===== config.mk =====
export PLATFORM = sky130hd
export DESIGN_NAME = ro_puf_sequencer
export DESIGN_NICKNAME = d
export VERILOG_FILES = /design/src/rtl/ro_puf_pkg.sv /design/src/rtl/sync_2ff.sv /design/src/rtl/ro_puf_sequencer.sv
export SDC_FILE = /design/constraint.sdc
export NUM_CORES = 1
export LEC_CHECK = 0
export ABC_AREA = 1
export ABC_CLOCK_PERIOD_IN_PS = 11800
export CAP_MARGIN = 10
export CORE_MARGIN = 2
export CORE_UTILIZATION = 57
export DETAILED_ROUTE_END_ITERATION = 16
export PLACE_DENSITY = 0.88
export SLEW_MARGIN = 10
export SYNTH_ARGS = -nofsm -noshare
export SYNTH_HDL_FRONTEND = slang
export SYNTH_SLANG_ARGS = --single-unit
export TNS_END_PERCENT = 30

===== constraint.sdc =====
create_clock -name clock -period 11.8 [get_ports clock]
set_input_delay 1.18 -clock clock [delete_from_list [all_inputs] [get_ports clock]]
set_output_delay 1.18 -clock clock [all_outputs]
set_load 0.01 [all_outputs]

===== src/rtl/ro_puf_pkg.sv =====
// Shared types and helpers for the ring-oscillator PUF sequencer.
//   state_t  : sequencer phases
//   SEL_W    : width of an oscillator select
//   NUM_RO   : number of ring oscillators in the array
//   pair_sel : maps (offset, stride, bit index) to the two oscillator selects
package ro_puf_pkg;

  localparam int unsigned NUM_RO = 16;
  localparam int unsigned SEL_W  = $clog2(NUM_RO);

  typedef enum logic [2:0] {
    IDLE,
    CLEAR,
    RUN,
    SETTLE,
    CAPTURE,
    DONE
  } state_t;

  typedef struct packed {
    logic [SEL_W-1:0] sel1;
    logic [SEL_W-1:0] sel2;
  } sel_pair_t;

  // Oscillator pair for one response bit; all arithmetic wraps modulo NUM_RO.
  // A zero stride would compare an oscillator with itself, so it becomes 1.
  function automatic sel_pair_t pair_sel(input logic [SEL_W-1:0] offset,
                                         input logic [SEL_W-1:0] stride,
                                         input logic [SEL_W-1:0] idx);
    logic [SEL_W-1:0] s;
    sel_pair_t        p;
    s      = (stride == '0) ? SEL_W'(1) : stride;
    p.sel1 = offset + idx * s;
    p.sel2 = p.sel1 + s;
    return p;
  endfunction

endpackage


===== src/rtl/sync_2ff.sv =====
// Two-flop synchroniser for a single asynchronous bit.
//   clock   : destination clock
//   reset_n : asynchronous active-low reset, clears both flops
//   d       : asynchronous input
//   q       : synchronised output
module sync_2ff (
  input  logic clock,
  input  logic reset_n,
  input  logic d,
  output logic q
);

  logic meta;

  always_ff @(posedge clock or negedge reset_n) begin
    if (!reset_n) begin
      meta <= 1'b0;
      q    <= 1'b0;
    end else begin
      meta <= d;
      q    <= meta;
    end
  end

endmodule


===== src/rtl/ro_puf_sequencer.sv =====
// Sequencer for the 16-oscillator RO PUF datapath. For each response bit it
// selects an oscillator pair, clears the counters, runs the oscillators for a
// fixed window, waits for the counters to settle and captures the comparator.
//   clock, reset_n      : system clock, asynchronous active-low reset
//   start, abort        : request a response / return to IDLE
//   stride, offset      : challenge (pair spacing and first select)
//   puf_bit             : comparator output, asynchronous to clock
//   cnt1, cnt2          : pair counter values, used for tie detection
//   ro_select1/2        : mux selects
//   ro_enable, ro_reset : oscillator/counter enable and clear
//   busy, done          : status; done pulses once per completed response
//   response, tie_mask  : captured bits and per-bit tie flags
module ro_puf_sequencer
  import ro_puf_pkg::*;
#(
  parameter int unsigned N_BITS     = 16,
  parameter int unsigned CNT_W      = 12,
  parameter int unsigned RST_CYC    = 4,
  parameter int unsigned WINDOW     = 4095,
  parameter int unsigned SETTLE_CYC = 8
) (
  input  logic              clock,
  input  logic              reset_n,
  input  logic              start,
  input  logic              abort,
  input  logic [SEL_W-1:0]  stride,
  input  logic [SEL_W-1:0]  offset,
  input  logic              puf_bit,
  input  logic [CNT_W-1:0]  cnt1,
  input  logic [CNT_W-1:0]  cnt2,
  output logic [SEL_W-1:0]  ro_select1,
  output logic [SEL_W-1:0]  ro_select2,
  output logic              ro_enable,
  output logic              ro_reset,
  output logic              busy,
  output logic              done,
  output logic [N_BITS-1:0] response,
  output logic [N_BITS-1:0] tie_mask
);

  localparam int unsigned IDX_W = (N_BITS > 1) ? $clog2(N_BITS) : 1;
  localparam int unsigned T_MAX_A = (RST_CYC > WINDOW) ? RST_CYC : WINDOW;
  localparam int unsigned T_MAX   = (T_MAX_A > SETTLE_CYC) ? T_MAX_A : SETTLE_CYC;
  localparam int unsigned TMR_W   = $clog2(T_MAX + 1);

  state_t           state;
  logic [TMR_W-1:0] tmr;
  logic [IDX_W-1:0] idx;
  logic [SEL_W-1:0] off_q;
  logic [SEL_W-1:0] str_q;
  logic             puf_s;
  sel_pair_t        start_pair;
  sel_pair_t        next_pair;
  logic             last_bit;
  logic             tmr_last;

  sync_2ff u_sync_puf (
    .clock   (clock),
    .reset_n (reset_n),
    .d       (puf_bit),
    .q       (puf_s)
  );

  // Pair for bit 0 comes from the live challenge inputs (registered on the
  // same edge that latches them); later pairs come from the latched copy.
  always_comb begin
    start_pair = pair_sel(offset, stride, '0);
    next_pair  = pair_sel(off_q, str_q, SEL_W'(idx + IDX_W'(1)));
    last_bit   = (idx == IDX_W'(N_BITS - 1));
    tmr_last   = (tmr == TMR_W'(1));
  end

  always_ff @(posedge clock or negedge reset_n) begin
    if (!reset_n) begin
      state      <= IDLE;
      tmr        <= '0;
      idx        <= '0;
      off_q      <= '0;
      str_q      <= '0;
      ro_select1 <= '0;
      ro_select2 <= '0;
      ro_enable  <= 1'b0;
      ro_reset   <= 1'b0;
      busy       <= 1'b0;
      done       <= 1'b0;
      response   <= '0;
      tie_mask   <= '0;
    end else if (abort && (state != IDLE)) begin
      state      <= IDLE;
      ro_select1 <= '0;
      ro_select2 <= '0;
      ro_enable  <= 1'b0;
      ro_reset   <= 1'b0;
      busy       <= 1'b0;
      done       <= 1'b0;
    end else begin
      case (state)
        IDLE: begin
          done <= 1'b0;
          if (start && !abort) begin
            off_q      <= offset;
            str_q      <= stride;
            idx        <= '0;
            response   <= '0;
            tie_mask   <= '0;
            ro_select1 <= start_pair.sel1;
            ro_select2 <= start_pair.sel2;
            ro_reset   <= 1'b1;
            busy       <= 1'b1;
            tmr        <= TMR_W'(RST_CYC);
            state      <= CLEAR;
          end
        end

        CLEAR: begin
          if (tmr_last) begin
            ro_reset  <= 1'b0;
            ro_enable <= 1'b1;
            tmr       <= TMR_W'(WINDOW);
            state     <= RUN;
          end else begin
            tmr <= tmr - TMR_W'(1);
          end
        end

        RUN: begin
          if (tmr_last) begin
            ro_enable <= 1'b0;
            tmr       <= TMR_W'(SETTLE_CYC);
            state     <= SETTLE;
          end else begin
            tmr <= tmr - TMR_W'(1);
          end
        end

        SETTLE: begin
          if (tmr_last) begin
            state <= CAPTURE;
          end else begin
            tmr <= tmr - TMR_W'(1);
          end
        end

        CAPTURE: begin
          response[idx] <= puf_s;
          tie_mask[idx] <= (cnt1 == cnt2);
          if (last_bit) begin
            ro_select1 <= '0;
            ro_select2 <= '0;
            busy       <= 1'b0;
            done       <= 1'b1;
            state      <= DONE;
          end else begin
            idx        <= idx + IDX_W'(1);
            ro_select1 <= next_pair.sel1;
            ro_select2 <= next_pair.sel2;
            ro_reset   <= 1'b1;
            tmr        <= TMR_W'(RST_CYC);
            state      <= CLEAR;
          end
        end

        DONE: begin
          done  <= 1'b0;
          state <= IDLE;
        end

        default: begin
          state <= IDLE;
        end
      endcase
    end
  end

endmodule


# Word-level counts from Yosys, hierarchy flattened
# Index checks and enable logic that the tools add are counted.
word_totals:
  out_inout_bits: 44
  input_bits: 37
  regBits: 73
  wordCells: 113
classes:
  eq_ne: 17
  mux: 47
  reduce_logical: 25
  add_sub_neg: 5
  n_lt_le_gt_ge: 2
  n_bitwise: 1
  n_mul: 1
op_table:
  columns: ["op", "count"]
  rows:
  - ["$pmux 16 s2", 2]
  - ["$mux 12", 5]
  - ["$pmux 12 s5", 1]
  - ["$mux 4", 10]
  - ["$bwmux 16", 2]
  - ["$pmux 4 s2", 3]
  - ["$mux 3", 6]
  - ["$ne 3x3->1 const B", 6]
  - ["$mux 16", 1]
  - ["$pmux 3 s5", 1]
  - ["$add 4x4->4", 3]
  - ["$eq 12x1->1 const B", 1]
  - ["$eq 12x12->1", 1]
  - ["$reduce_and 3->1", 4]
  - ["$reduce_and 4->1", 3]
  - ["$reduce_bool 3->1", 4]
  - ["$sub 12x1->12 const B", 1]
  - ["$mux 1", 11]
  - ["$logic_not 4->1", 2]
  - ["$eq 3x2->1 const B", 2]
  - ["$eq 3x3->1 const B", 2]
  - ["$ne 2x2->1 const B", 3]
  - ["$pmux 1 s2", 3]
  - ["$lt 4x5->1 const B", 1]
  - ["other kinds (17)", 20]

# Depth between registers and ports, before layout
depth:
  depth_word: 8
  mapped_depth: 25
  mapped_depth_nobuf: 25

# Cells and area by module
# From an unflattened synthesis, not the netlist that was laid out.
unflattened:
  hier_cells: 554
  area_unflattened_um2: 4301.6
modules_own_cells:
  columns: ["mod", "seq_area_each_um2", "cells_each", "area_each_um2", "instances"]
  rows:
  - ["ro_puf_sequencer", 1776.7, 552, 4251.6, 1]
  - ["sync_2ff", 50.0, 2, 50.0, 1]

# Worst setup path after synthesis
# No wires, ideal clock.
synth_timing:
  kind: "register to register"
  from: "reg idx[0]"
  to: "reg ro_select2[3]"
  path_buffers: 0
  slack_ns: 7.999
  setup_time_ns: 0.116
  required_ns: 11.684
  arrival_ns: 3.685
  path_stages_with_launch: 22
  synth_period_minus_slack_ns: 3.801
  path_cell_list: "dfrtp_1 > inv_1 > ha_1 > nand2_1 > inv_1 > ha_1 > ha_1 > fa_1 > inv_1 > fa_1 > inv_1 > ha_1 > a21oi_1 > nand2_1 > xor2_1 > inv_1 > nand3_1 > nand2_1 > nand2_1 > nand2_1 > nand2_1 > nand2_1"
synth_between:
  elab_chain_cells: 7
  elab_cells_between_ends: 8
  cone_classes: "3 x add/sub; 1 x mul; 1 x eq/ne; 3 x mux"
synth_lines:
  columns: ["element", "line", "source"]
  rows:
  - ["start: declaration", "ro_puf_sequencer.sv:48", "logic [IDX_W-1:0] idx;"]
  - ["start signal: assignment", "ro_puf_sequencer.sv:154", "idx <= idx + IDX_W'(1);"]
  - ["$add 4x1->4", "ro_puf_sequencer.sv:68", "next_pair = pair_sel(off_q, str_q, SEL_W'(idx + IDX_W'(1)));"]
  - ["$mul 4x4->4", "ro_puf_pkg.sv:33", "p.sel1 = offset + idx * s;"]
  - ["$add 4x4->4", "ro_puf_pkg.sv:33", null]
  - ["$add 4x4->4", "ro_puf_pkg.sv:34", "p.sel2 = p.sel1 + s;"]
  - ["$mux 4 *", "ro_puf_sequencer.sv:147", "if (last_bit) begin"]
  - ["$pmux 4 s2 *", "ro_puf_sequencer.sv:97", "case (state)"]
  - ["$mux 4 *", "ro_puf_sequencer.sv:88", "end else if (abort && (state != IDLE)) begin"]
  - ["end signal: assignment", "ro_puf_sequencer.sv:107", "ro_select2 <= start_pair.sel2;"]
  - ["end signal: assignment", "ro_puf_sequencer.sv:156", "ro_select2 <= next_pair.sel2;"]
  - ["end: declaration", "ro_puf_sequencer.sv:32", "output logic [SEL_W-1:0] ro_select2,"]
# Mark *: on every way between the ends. The rest lies on a longest branch, timed or not.
# A chain may end at the register's enable or synchronous reset.

# Final worst setup path
# Ends and elaborated chain as after synthesis.

==> run_results.csv <==
group,metric,value,unit
logic_synthesis,synth_area,4302,um2
detailed_routing,via_count,4111,
setup_path,crit_required,12.04,ns
pwr,power,1.189,mW
die,dieArea,8257,um2
clocking,cts_root_buffer,"clkbuf_8",
detailed_routing,drtIter0Drc,367,
logic_synthesis,synth_common_cells,"nand2_1 (154), dfrtp_1 (73), o21ai_0 (73), inv_1 (66), nor2_1 (47)",
die,rows,31,
finish,fin_util,74.25,%
setup_path,cp_max_fo,9,
timing,hold_viol_final,0,
clocking,post_cts_buffers,0,
timing,fin_worst_skew,0.007392,ns
global_routing,grt-ovfl-total,0,
setup_path,crit_path_end,"ro_select2[3]",
finish,syn2layout_area_growth,25.86,%
setup_path,r2r_slack,7.68,ns
setup_path,cp_slowest_stage_delay,0.52,ns
die,start_util,58.99,%
global_routing,antenna_found_initial,0,
setup_path,cp.depth,21,
global_routing,grt_pass1_wl,19200,um
logic_synthesis,synth.top_cell.area_share,42.47,%
global_routing,grt_use_total,28.46,%
setup_path,path_cells,"inv_1, ha_1, nand2_1, inv_1, ha_1, ha_1, fa_1, inv_1, fa_1, inv_1, ha_1, a21oi_1, nand2_1, xor2_1, inv_1, nand3_1, nand2_1, nand2_1, nand2_1, nand2_1, nand2_1",
setup_path,critPathKind,"reg -> reg",
detailed_routing,drt_first_pass_iters,5,
clocking,cts.clk_slew.worst_paths,0.08,ns
logic_synthesis,syn_area_per_cell,7.765,um2
detailed_routing,wl_per_cell,15.31,um
detailed_routing,wl,11320,um
placement,gp_congestion,0.9002,
die,pin_count,81,
pwr,ir_worst_vdd,0.0001502,V
min_path,hp-class,"reg -> reg",
setup_path,critPathLaunch,"idx[0]",
logic_synthesis,synth.most_common_cell,"nand2_1",
logic_synthesis,synth_cell_types,36,
clocking,cts_tree,"built",
finish,nFillCells,555,
timing,setup_ws,7.678,ns
timing,setup_viol,0,
logic_synthesis,ys_warn_count,0,
die,die_x,90.87,um
finish,drive_gt1_share,6.250,%
outcome,status,"finished, final reports clean",
logic_synthesis,synth_ff_type,"dfrtp_1",
setup_path,worstPathArrival,4.36,ns
clocking,htree_levels,3,
setup_path,crit_top_cell,"nand2_1",
logic_synthesis,syn-num-nets,613,
timing,tns,0,ns
logic_synthesis,syn_inst,554,
setup_path,ff2ff_path_depth,21,
clocking,cts.sinks,73,
timing,period_minus_slack,4.122,ns
detailed_routing,antenna_left,0,
logic_synthesis,synth.area.top_cells,"dfrtp_1 (42%), nand2_1 (13%), o21ai_0 (8.5%), inv_1 (5.8%), ha_1 (5.2%)",
global_routing,grt_max_degree,74,
finish,nets,694,
clocking,insertion_delay,0.34,ns
pwr,powerDensity,219.6,nW/um2
logic_synthesis,synth-edff-count,0,
detailed_routing,via_per_inst,5.563,
logic_synthesis,synth-async-reset-ratio,100.0,%
logic_synthesis,yosys.area.top_type,"dfrtp_1",
pwr,p_leak,2.576,nW
setup_path,r2r_end,"ro_select2[3]",
placement,pre_cts_ws,7.731,ns
detailed_routing,post-route-drc-count,0,
global_routing,grt_pass1_vias,4124,
timing,fmax,242.6,MHz
job,maxCapViolCount,0,
die,die_h,90.87,um
timing,min_period_over_period,34.94,%
setup_path,cp_top_family,"adder cells",
setup_path,crit_buf_inv,5,
timing,rsz0062_at_grt,"no",
logic_synthesis,seq_area_frac_synth,42.47,%
placement,hpwl,8230,um
timing,report.final.slew_viol_count,0,
setup_path,cp-end-kind,"flip-flop",
timing,max-slew-margin-rel,39.15,%
timing,holdWs,0.3614,ns
finish,n_antenna_cell,0,
clocking,cts_buffers,9,
clocking,cts_resized,0,
placement,port_buffers,80,
timing,worst_slew_pin_slew,0.9094,ns
die,design.core.area,7292,um2
setup_path,r2r_start,"idx[0]",
setup_path,start_kind,"flip-flop",
logic_synthesis,synth-seq-cells,73,
setup_path,cp_slowest_cell,"dfrtp_1",
clocking,hold_buffers,0,
clocking,cts_buffer_depth,2,
-- cell usage in the layout, fill, tap and decap left out, drive strengths merged, types with 2 or more instances in the layout --
cell type,synthesis,routed
a21oi,5,5
a22oi,5,5
buf,6,2
bufinv,0,3
clkbuf,5,12
clkdlybuf4s50,0,79
dfrtp,73,73
fa,4,4
ha,18,18
inv,70,71
nand2,156,156
nand3,18,18
nand3b,3,3
nand4,4,4
nor2,55,55
nor3,6,6
nor4,3,3
o21ai,92,92
o22ai,3,3
xnor2,4,4
xor2,17,17
-- through the flow --
stage	instance area, um2	instances
after global routing	5414	739
after CTS	5414	739
after global placement	5170	723
after detailed placement	5170	723
after floorplan	4302	554
final	5414	739
-- routing by layer --
metal | global-route usage, % | vias to the layer above | share of wire [%]
li1 | - | 1942 | -
met1 | 36.39 | 1998 | 41
met2 | 49.32 | 147 | 52
met3 | 4.090 | 24 | 5.2
met4 | 10.23 | 0 | 1.9
met5 | 0 | - | 0
-- logic make-up after synthesis --
group                    Yosys count  share of synthesized area (%)
adder cells (fa/ha/maj)           22                          7.097
buffers and inverters             82                          7.562
XOR/XNOR                          21                          4.276
AND/OR/NAND/NOR                  246                          24.43
flip-flops                        73                          42.47
AO/OA/AOI/OAI                    110                          14.17
-- worst register-to-register path, stage by stage, from the launching register on --
cell and delay (ns):
dfrtp_1 0.52, inv_1 0.16, ha_1 0.35, nand2_1 0.08, inv_1 0.04, ha_1 0.27, ha_1 0.32, fa_1 0.50
inv_1 0.05, fa_1 0.52, inv_1 0.05, ha_1 0.33, a21oi_1 0.19, nand2_1 0.09, xor2_1 0.17, inv_1 0.06
nand3_1 0.08, nand2_1 0.05, nand2_1 0.05, nand2_1 0.05, nand2_1 0.06, nand2_1 0.05
-- how the worst min path moves through the flow --
stage                     slack, ns            to  cells past startpoint       startpoint
after global placement         0.33  u_sync_puf.q                      0  u_sync_puf.meta
after CTS                      0.36  u_sync_puf.q                      0  u_sync_puf.meta
after detailed placement       0.34  u_sync_puf.q                      0  u_sync_puf.meta
after floorplan                0.33  u_sync_puf.q                      0  u_sync_puf.meta
final                          0.36  u_sync_puf.q                      0  u_sync_puf.meta
after global routing           0.38  u_sync_puf.q                      0  u_sync_puf.meta
-- power breakdown --
part	internal [mW]	switching (mW)	total, mW
registers	0.303	0.0477	0.350
clock network	0.147	0.0942	0.242
logic	0.230	0.366	0.597
total	0.681	0.508	1.19
-- area by class of cell --
type	count	area, um2	share of cell area [%]
Clock inverter	4	98.84	1.826
Timing Repair Buffer	81	803.3	14.84
Multi-Input combinational cell	399	2150	39.70
Tap cell	99	123.9	2.288
Clock buffer	12	145.1	2.681
Sequential cell	73	1827	33.74
Inverter	71	266.5	4.923
-- state kept, by name (all words and copies together) (netlist names), 3 cells and up --
register,count
response,16
str_q,4
ro_select1,4
idx,4
tie_mask,16
tmr,12
off_q,4
ro_select2,4
state,3
Power figures use the tool's default switching activity.
